--- config.mk ---
export PLATFORM = sky130hd
export DESIGN_NAME = mem_arbiter
export DESIGN_NICKNAME = d
export VERILOG_FILES = /design/src/rtl/rv32i_pkg.sv /design/src/rtl/mem_arbiter.sv
export SDC_FILE = /design/constraint.sdc
export NUM_CORES = 1
export LEC_CHECK = 0
export ABC_CLOCK_PERIOD_IN_PS = 2400
export CAP_MARGIN = 20
export CORE_ASPECT_RATIO = 0.9
export CORE_UTILIZATION = 40
export DETAILED_ROUTE_END_ITERATION = 16
export DONT_BUFFER_PORTS = 1
export PLACE_DENSITY = 0.62
export SLEW_MARGIN = 0
export SYNTH_ARGS = -nofsm -noshare
export SYNTH_HDL_FRONTEND = slang
export SYNTH_SLANG_ARGS = --single-unit
export TNS_END_PERCENT = 100
--- constraint.sdc ---
create_clock -name clk -period 2.4 [get_ports clk]
set_input_delay 0.48 -clock clk [delete_from_list [all_inputs] [get_ports clk]]
set_output_delay 0.48 -clock clk [all_outputs]
set_load 0.03 [all_outputs]
--- src/rtl/rv32i_pkg.sv ---
// Shared rv32i types: memory arbiter FSM state, grant encoding and the
// round-robin pick used by the fetch/data memory arbiter.
package rv32i_pkg;

    typedef enum logic [1:0] {
        IDLE   = 2'd0,
        ACCESS = 2'd1,
        RESP   = 2'd2
    } arb_state_t;

    typedef enum logic {
        GRANT_I = 1'b0,
        GRANT_D = 1'b1
    } grant_t;

    // On contention the port that was not served last wins; a lone requester always wins.
    function automatic grant_t rr_pick(input logic fetch_req, input logic data_req,
                                       input grant_t last);
        if (fetch_req && data_req)
            return (last == GRANT_D) ? GRANT_I : GRANT_D;
        else if (fetch_req)
            return GRANT_I;
        else
            return GRANT_D;
    endfunction

endpackage

--- src/rtl/mem_arbiter.sv ---
// Round-robin arbiter sharing one single-port RAM between instruction fetch
// and data load/store; one access every two cycles when both ports are busy.
//
// Handshake: a port holds req (and its address/data) until it sees a one-cycle
// ack, which marks the cycle the RAM is driven; reads return a one-cycle rvalid
// on the following cycle, qualifying the combinational rdata. Stores get no rvalid.
module mem_arbiter
    import rv32i_pkg::*;
#(
    parameter int WIDTH      = 32,
    parameter int ADDR_WIDTH = 10
) (
    input  logic                  clk,
    input  logic                  rst,

    input  logic                  i_req,
    input  logic [ADDR_WIDTH-1:0] i_addr,
    output logic                  i_ack,
    output logic                  i_rvalid,
    output logic [WIDTH-1:0]      i_rdata,

    input  logic                  d_req,
    input  logic                  d_wren,
    input  logic [ADDR_WIDTH-1:0] d_addr,
    input  logic [WIDTH-1:0]      d_wdata,
    output logic                  d_ack,
    output logic                  d_rvalid,
    output logic [WIDTH-1:0]      d_rdata,

    output logic [ADDR_WIDTH-1:0] ram_addr,
    output logic                  ram_wren,
    output logic [WIDTH-1:0]      ram_wdata,
    input  logic [WIDTH-1:0]      ram_rdata,

    output arb_state_t            dbg_state
);

    arb_state_t state;
    grant_t     grant;
    grant_t     last_grant;
    grant_t     next_grant;
    logic       req_any;

    assign req_any    = i_req | d_req;
    assign i_rdata    = ram_rdata;
    assign d_rdata    = ram_rdata;
    assign dbg_state  = state;

    always_comb begin
        next_grant = rr_pick(i_req, d_req, last_grant);
    end

    // All outputs are registered so the RAM drive, ack and rvalid line up with
    // the ACCESS and RESP states and collapse to zero the instant rst rises.
    always_ff @(posedge clk or posedge rst) begin
        if (rst) begin
            state      <= IDLE;
            grant      <= GRANT_I;
            last_grant <= GRANT_D;
            i_ack      <= 1'b0;
            d_ack      <= 1'b0;
            i_rvalid   <= 1'b0;
            d_rvalid   <= 1'b0;
            ram_addr   <= '0;
            ram_wren   <= 1'b0;
            ram_wdata  <= '0;
        end else begin
            i_ack     <= 1'b0;
            d_ack     <= 1'b0;
            i_rvalid  <= 1'b0;
            d_rvalid  <= 1'b0;
            ram_addr  <= '0;
            ram_wren  <= 1'b0;
            ram_wdata <= '0;

            case (state)
                IDLE, RESP: begin
                    if (req_any) begin
                        state      <= ACCESS;
                        grant      <= next_grant;
                        last_grant <= next_grant;
                        if (next_grant == GRANT_I) begin
                            i_ack    <= 1'b1;
                            ram_addr <= i_addr;
                        end else begin
                            d_ack     <= 1'b1;
                            ram_addr  <= d_addr;
                            ram_wren  <= d_wren;
                            ram_wdata <= d_wdata;
                        end
                    end else begin
                        state <= IDLE;
                    end
                end

                ACCESS: begin
                    state <= RESP;
                    // ram_wren still holds the access type of the cycle just finished.
                    if (!ram_wren) begin
                        if (grant == GRANT_I)
                            i_rvalid <= 1'b1;
                        else
                            d_rvalid <= 1'b1;
                    end
                end

                default: state <= IDLE;
            endcase
        end
    end

endmodule

==> results by group, run 1 <==
Power and ir drop
  – Power, Total: 1.860 mW
  – P_int: 1.266 mW
  – Leak: 0.9421 nW
  – Worst ir drop on vdd: 0.2637 mV
  – Switch share: 31.91%
  – P_sw: 0.5936 mW
  – PwrDens: 841.8 mW/mm^2
  – Clk network pwr share: 26.6%
  – Gate power share: 11.4%
  – Sequential group share of total power: 62.0%

Routing
  – Vias/cell: 5.026
  – Drt first-iter violations: 34
  – Avg WL per Cell: 21.56 um
  – Antenna viol nets, final: 0
  – DR DRC count: 0
  – Drt total wl: 4.916 mm
  – Vias: 1146
  – Drt pass-1 iters: 6

Floorplan
  – Die height: 77.43 um
  – Core Rows: 27
  – Die ar.: 0.006644 mm^2
  – # IOs: 202
  – Die width: 85.81 um
  – Core footprint: 0.006115 mm^2
  – Initial core utilization: 41.35%

Finish
  – Area delta synth->final: -12.62%
  – Multi-input logic area: 676.9 um^2
  – FF+latch area: 0.001279 mm^2
  – N_diodes: 0
  – Final #Nets: 229
  – Share of layout cells above drive strength 1: 30.50%
  – Fillers: 568
  – Final design utilization: 36.14%

Clocking
  – CTS Sinks: 51
  – Clock-pin transition on the worst setup and hold timing paths: 0.08 ns
  – CTS tree: done
  – Clock Tree Root: clkbuf_8
  – CTS buffer count: 5
  – Cts repair resizes: 0
  – Post-CTS setup buffer count: 0
  – H-tree levels: 2
  – Skew-Pair Late Insertion Delay: 0.29 ns
  – Bufs on Longest Clock Path: 2
  – Hold-fix buffers, CTS: 0

STA
  – Post-layout min period: 1.657 ns
  – Slew @ Worst Pin: 0.8256 ns
  – Slew margin rel.: 44.85%
  – Total negative slack: 0 ns
  – Max Freq: 603.5 MHz
  – RSZ-0062 raised after global routing: no
  – Final Cycle Share: 69.04%
  – Final worst setup slack: 0.7431 ns
  – Final Hold Fails: 0
  – WHS: 0.001051 ns
  – Slew Limit Fails: 0
  – Count of final setup violators: 0
  – Clock Skew: 0.005877 ns

Placement
  – Final HPWL DP: 3.720 mm
  – GP Congestion: 0.6637
  – Setup WS pre-CTS: 0.8467 ns
  – I/O Buffers: 0

Setup path
  – CP startpoint kind: register
  – Crit path max fanout: 39
  – Critical Path End Type: output port
  – Critical path origin: dbg_state[0]
  – Reg-to-reg startpoint: dbg_state[0]
  – WP data arrival: 1.18 ns
  – Critical Path RT: 1.92 ns
  – Critical path type: register to output port

Logic synthesis
  – Ys flop type: dfrtp_1
  – Synth Instances: 205
  – Netlist cell types: 19
  – Area leader, netlist: dfrtp_1
  – Leading cell type by number of instances after synthesis: buf_4
  – Number of synthesized flops with an enable pin: 0
  – Share of the synthesized area in the top cell type: 49.48%
  – Synth Register Bits: 51
  – Sequential share of the synthesized area: 50.52%
  – Netlist Area Pre-Place: 0.002529 mm^2
  – Yosys warns: 0
  – Post-Syn Area per Cell: 12.34 um^2
  – Ys async rst share: 100.0%
  – Most frequent cells after synthesis: buf_4 (64), dfrtp_1 (50), nor3b_2 (28)
  – Syn Nets: 294
  – Main area contributors after synthesis: dfrtp_1 (49%), buf_4 (19%), nor3b_2 (14%)

GRT
  – First-pass GRT wire length: 6.975 mm
  – Largest net degree at the start of global routing: 40
  – Congestion Overflow GR: 0
  – Global Route Usage Sum: 14.13%
  – Vias in the first global route: 1132
  – Initial antenna violation count: 0

Hold path
  – Worst Hold Class: primary input to async pin

Outcome
  – Status: finished, final reports clean

Run
  – Max cap viols: 0
-- layer usage --
layer	GRT usage [%]	vias up	wire [um]
met5	0	-	0
met4	4.167	0	38
met3	9.894	5	717
met2	24.32	112	2656
met1	13.42	551	1503
li1	-	478	-
-- cell usage in the layout (no fill, tap or decap) --
master / instances
a22o_1: 1
o32ai_1: 10
clkinv_2: 1
nor4_1: 1
buf_12: 1
o2bb2ai_1: 1
dfrtp_1: 49
nor2b_1: 2
nand2b_1: 21
buf_4: 3
clkbuf_8: 6
inv_1: 1
inv_2: 1
nor2_1: 4
dfstp_2: 1
nor3b_1: 5
a21bo_2: 1
clkbuf_1: 1
nor3b_2: 28
and3b_1: 1
clkinv_1: 1
dfrtp_2: 1
-- stage by stage --
stage / cell area [um^2] / std cells
6_report: 2210 / 228
5_1_grt: 2210 / 228
4_1_cts: 2210 / 228
3_5_place_dp: 2118 / 220
3_3_place_gp: 2118 / 220
2_1_floorplan: 2529 / 205
-- final cells by class --
cell class | instances | share of cell area (%)
sequential | 51 | 57.87
multi-input combinational | 75 | 30.63
tap | 87 | 4.926
clock buffer | 7 | 3.907
timing repair buffer | 4 | 1.925
inverter | 3 | 0.5096
clock inverter | 1 | 0.2265
-- flip-flops by register name, indices dropped and copies added (netlist names) --
name and flops:
d_ack 1, ram_wdata 32, i_ack 1, ram_wren 1, d_rvalid 1, last_grant 1, dbg_state 2, i_rvalid 1
ram_addr 10, grant 1
-- cell families (layout without fill, tap and decap cells) --
logic type / after synthesis / in the layout / share of synthesized area [%]
buffers and inverters: 79 / 15 / 22.71
and+or+nand+nor: 62 / 62 / 22.22
DFF: 51 / 51 / 50.52
AOI/OAI and AO/OA: 13 / 13 / 4.552
-- final timing paths --
path | slack, ns | to | depth (start not counted)
worst max register to register | 0.82 | ram_wdata[31] | 2
max in group asynchronous | 1.79 | last_grant | 2
worst min-delay path | 0.001 | dbg_state[1] | 1
worst max-delay path | 0.74 | dbg_state[0] | 0
min in group clk | 0.31 | dbg_state[0] | 2
worst min register to register | 0.46 | i_rvalid | 1
-- power by group through the flow --
stage                     Clock, mW  Sequential, mW  Combinational (mW)
after floorplan                   0            1.14               0.407
final                         0.494            1.15               0.212
after global routing          0.547            1.17               0.234
after CTS                     0.512            1.16               0.217
after detailed placement          0            1.17               0.216
after global placement            0            1.17               0.201
Note: power is estimated with default switching activity, not from simulation.
==> run 2, diff against run 1 <==
- ABC_CLOCK_PERIOD_IN_PS: 2400 -> 1700
- clock period: 2.4 -> 1.7 ns (I/O delays scaled with it)
==> results by group, run 2 (synthesized netlist as in run 1, its figures left out) <==
Outcome
  – Status: finished, final reports clean

Clocking
  – Hold-fix buffers, CTS: 1 (+1)
  – Skew-Pair Late Insertion Delay: 0.30 ns (about the same)
  – H-tree levels: 2 (unchanged)
  – Cts repair resizes: 0 (unchanged)
  – Clock Tree Root: clkbuf_8
  – CTS Sinks: 51 (unchanged)
  – Clock-pin transition on the worst setup and hold timing paths: 0.07 ns (about the same)
  – Post-CTS setup buffer count: 0 (unchanged)
  – Bufs on Longest Clock Path: 2 (unchanged)
  – CTS buffer count: 5 (unchanged)
  – CTS tree: done

Setup path
  – WP data arrival: 1.24 ns (+0.06 ns)
  – Critical-path cell list: buf_4
  – Reg2Reg Setup Slack: 0.46 ns (-0.36 ns)
  – Crit path buf inv count: 1
  – Critical Path End Type: output port
  – Critical path type: register to output port
  – Critical Path RT: 1.36 ns (-0.56 ns)
  – Crit path max fanout: 34 (-13%)
  – CP top delay family: flip-flops
  – Slowest stage delay, CP: 0.70 ns
  – CP max stage cell: dfrtp_2
  – CP startpoint kind: register

Placement
  – GP Congestion: 0.6550 (-1.3%)
  – Placed Cells: 222 (+0.91%)
  – I/O Buffers: 0 (unchanged)
  – Final HPWL DP: 3.736 mm (+0.44%)
  – Post-place instance area: 0.002158 mm^2 (+1.9%)

Power and ir drop
  – Leak: 0.9685 nW (+2.8%)
  – PwrDens: 1178 mW/mm^2 (+40%)
  – Worst ir drop on vdd: 0.3041 mV (+15%)

GRT
  – Initial antenna violation count: 2 (+2)
  – Largest net degree at the start of global routing: 45 (+13%)
  – Congestion Overflow GR: 0 (unchanged)
  – Global Route Usage Sum: 14.58% (+0.45 points)
  – First-pass GRT wire length: 7.182 mm (+3.0%)
  – Vias in the first global route: 1197 (+5.7%)

Hold path
  – Worst Hold Class: primary input to register

STA
  – Count of final setup violators: 0 (unchanged)
  – Post-layout min period: 1.585 ns
  – Clock Skew: 0.009953 ns (+0.004076 ns)
  – Max Freq: 631.1 MHz
  – RSZ-0062 raised after global routing: no
  – Slew margin rel.: 62.47% (+18 points)
  – Slew Limit Fails: 0 (unchanged)
  – Slew @ Worst Pin: 0.5622 ns (-0.2634 ns)
  – Final Cycle Share: 93.21%
  – Total negative slack: 0 ns (unchanged)
  – Final Hold Fails: 0 (unchanged)

Routing
  – Antenna viol nets, final: 0 (unchanged)
  – Drt first-iter violations: 31 (-8.8%)
  – Avg WL per Cell: 21.07 um (-2.3%)
  – DR DRC count: 0 (unchanged)
  – Vias: 1154 (+0.70%)
  – Drt pass-1 iters: 4 (-2)
  – Vias/cell: 4.974 (-1.0%)
  – Drt total wl: 4.888 mm (-0.57%)

Floorplan
  – Core footprint: 0.006115 mm^2 (unchanged)
  – Die ar.: 0.006644 mm^2 (unchanged)
  – Initial core utilization: 41.35% (unchanged)
  – # IOs: 202 (unchanged)
  – Core Rows: 27 (unchanged)
  – Die height: 77.43 um (unchanged)
  – Die width: 85.81 um (unchanged)

Finish
  – Share of layout cells above drive strength 1: 31.25% (+0.75 points)
  – Fillers: 577 (+1.6%)
  – Most frequent cells in the layout: dfrtp_1 (49), nor3b_2 (28), nand2b_1 (21)
  – Largest register FFs: 32 (unchanged)
  – Area delta synth->final: -10.19%
  – Finished layout cell area: 0.002271 mm^2 (+2.8%)
  – Multi-input logic area: 676.9 um^2 (unchanged)
  – Most flops, register: ram_wdata
  – FF+latch area: 0.001279 mm^2 (unchanged)
  – Commonest non-fill, non-tap cell in the layout: dfrtp_1
  – Final #Nets: 232 (+1.3%)
  – Final Non-Filler Cells: 232 (+1.8%)

Run
  – Max cap viols: 0 (unchanged)
==> run 2: cell count changes in the layout (fill, tap and decap cells not counted), sizes merged <==
| cell | change |
|---|---|
| buf | +2 |
| diode | +1 |
| clkbuf | +1 |
| clkinv | -1 |
| dlygate4sd3 | +1 |
==> run 2: report_power, final <==
group          switching (mW)  internal [mW]
Sequential              0.285           1.33
Clock                   0.352          0.371
Combinational           0.186          0.151
==> run 2: final timing paths <==
path	end	start	depth (start not counted)
worst max-delay path	dbg_state[0]	dbg_state[0]	1
worst min-delay path	dbg_state[0]	i_req	2
worst max register to register	ram_addr[7]	last_grant	3
worst min register to register	i_rvalid	grant	1
max in group asynchronous	last_grant	rst	3
min in group asynchronous	ram_wdata[11]	rst	2
==> run 2: per-stage QoR <==
stage	utilization [%]	hold slack, ns	power, mW	setup slack, ns
floorplan	-	0.4180	2.182	0.1321
global placement	35.30	0.2857	1.959	0.4445
detailed placement	35.30	0.3078	1.985	0.4216
CTS	37.10	0.1613	2.722	0.08994
global route	37.14	0.1774	2.807	0.006456
finish	37.14	0.1760	2.675	0.1154
==> run 2: layer usage <==
metal	vias up	GRT usage, %	wire length [um]
met5	-	0	13
met4	2	4.667	53
met3	8	10.64	784
met2	112	25.60	2647
met1	544	12.98	1390
li1	488	-	-
==> run 2: final cells by class <==
class | instances | share of cell area (%)
sequential | 51 | 56.31
multi-input combinational | 75 | 29.81
tap | 87 | 4.793
clock buffer | 8 | 4.408
timing repair buffer | 7 | 4.077
inverter | 3 | 0.4959
antenna | 1 | 0.1102
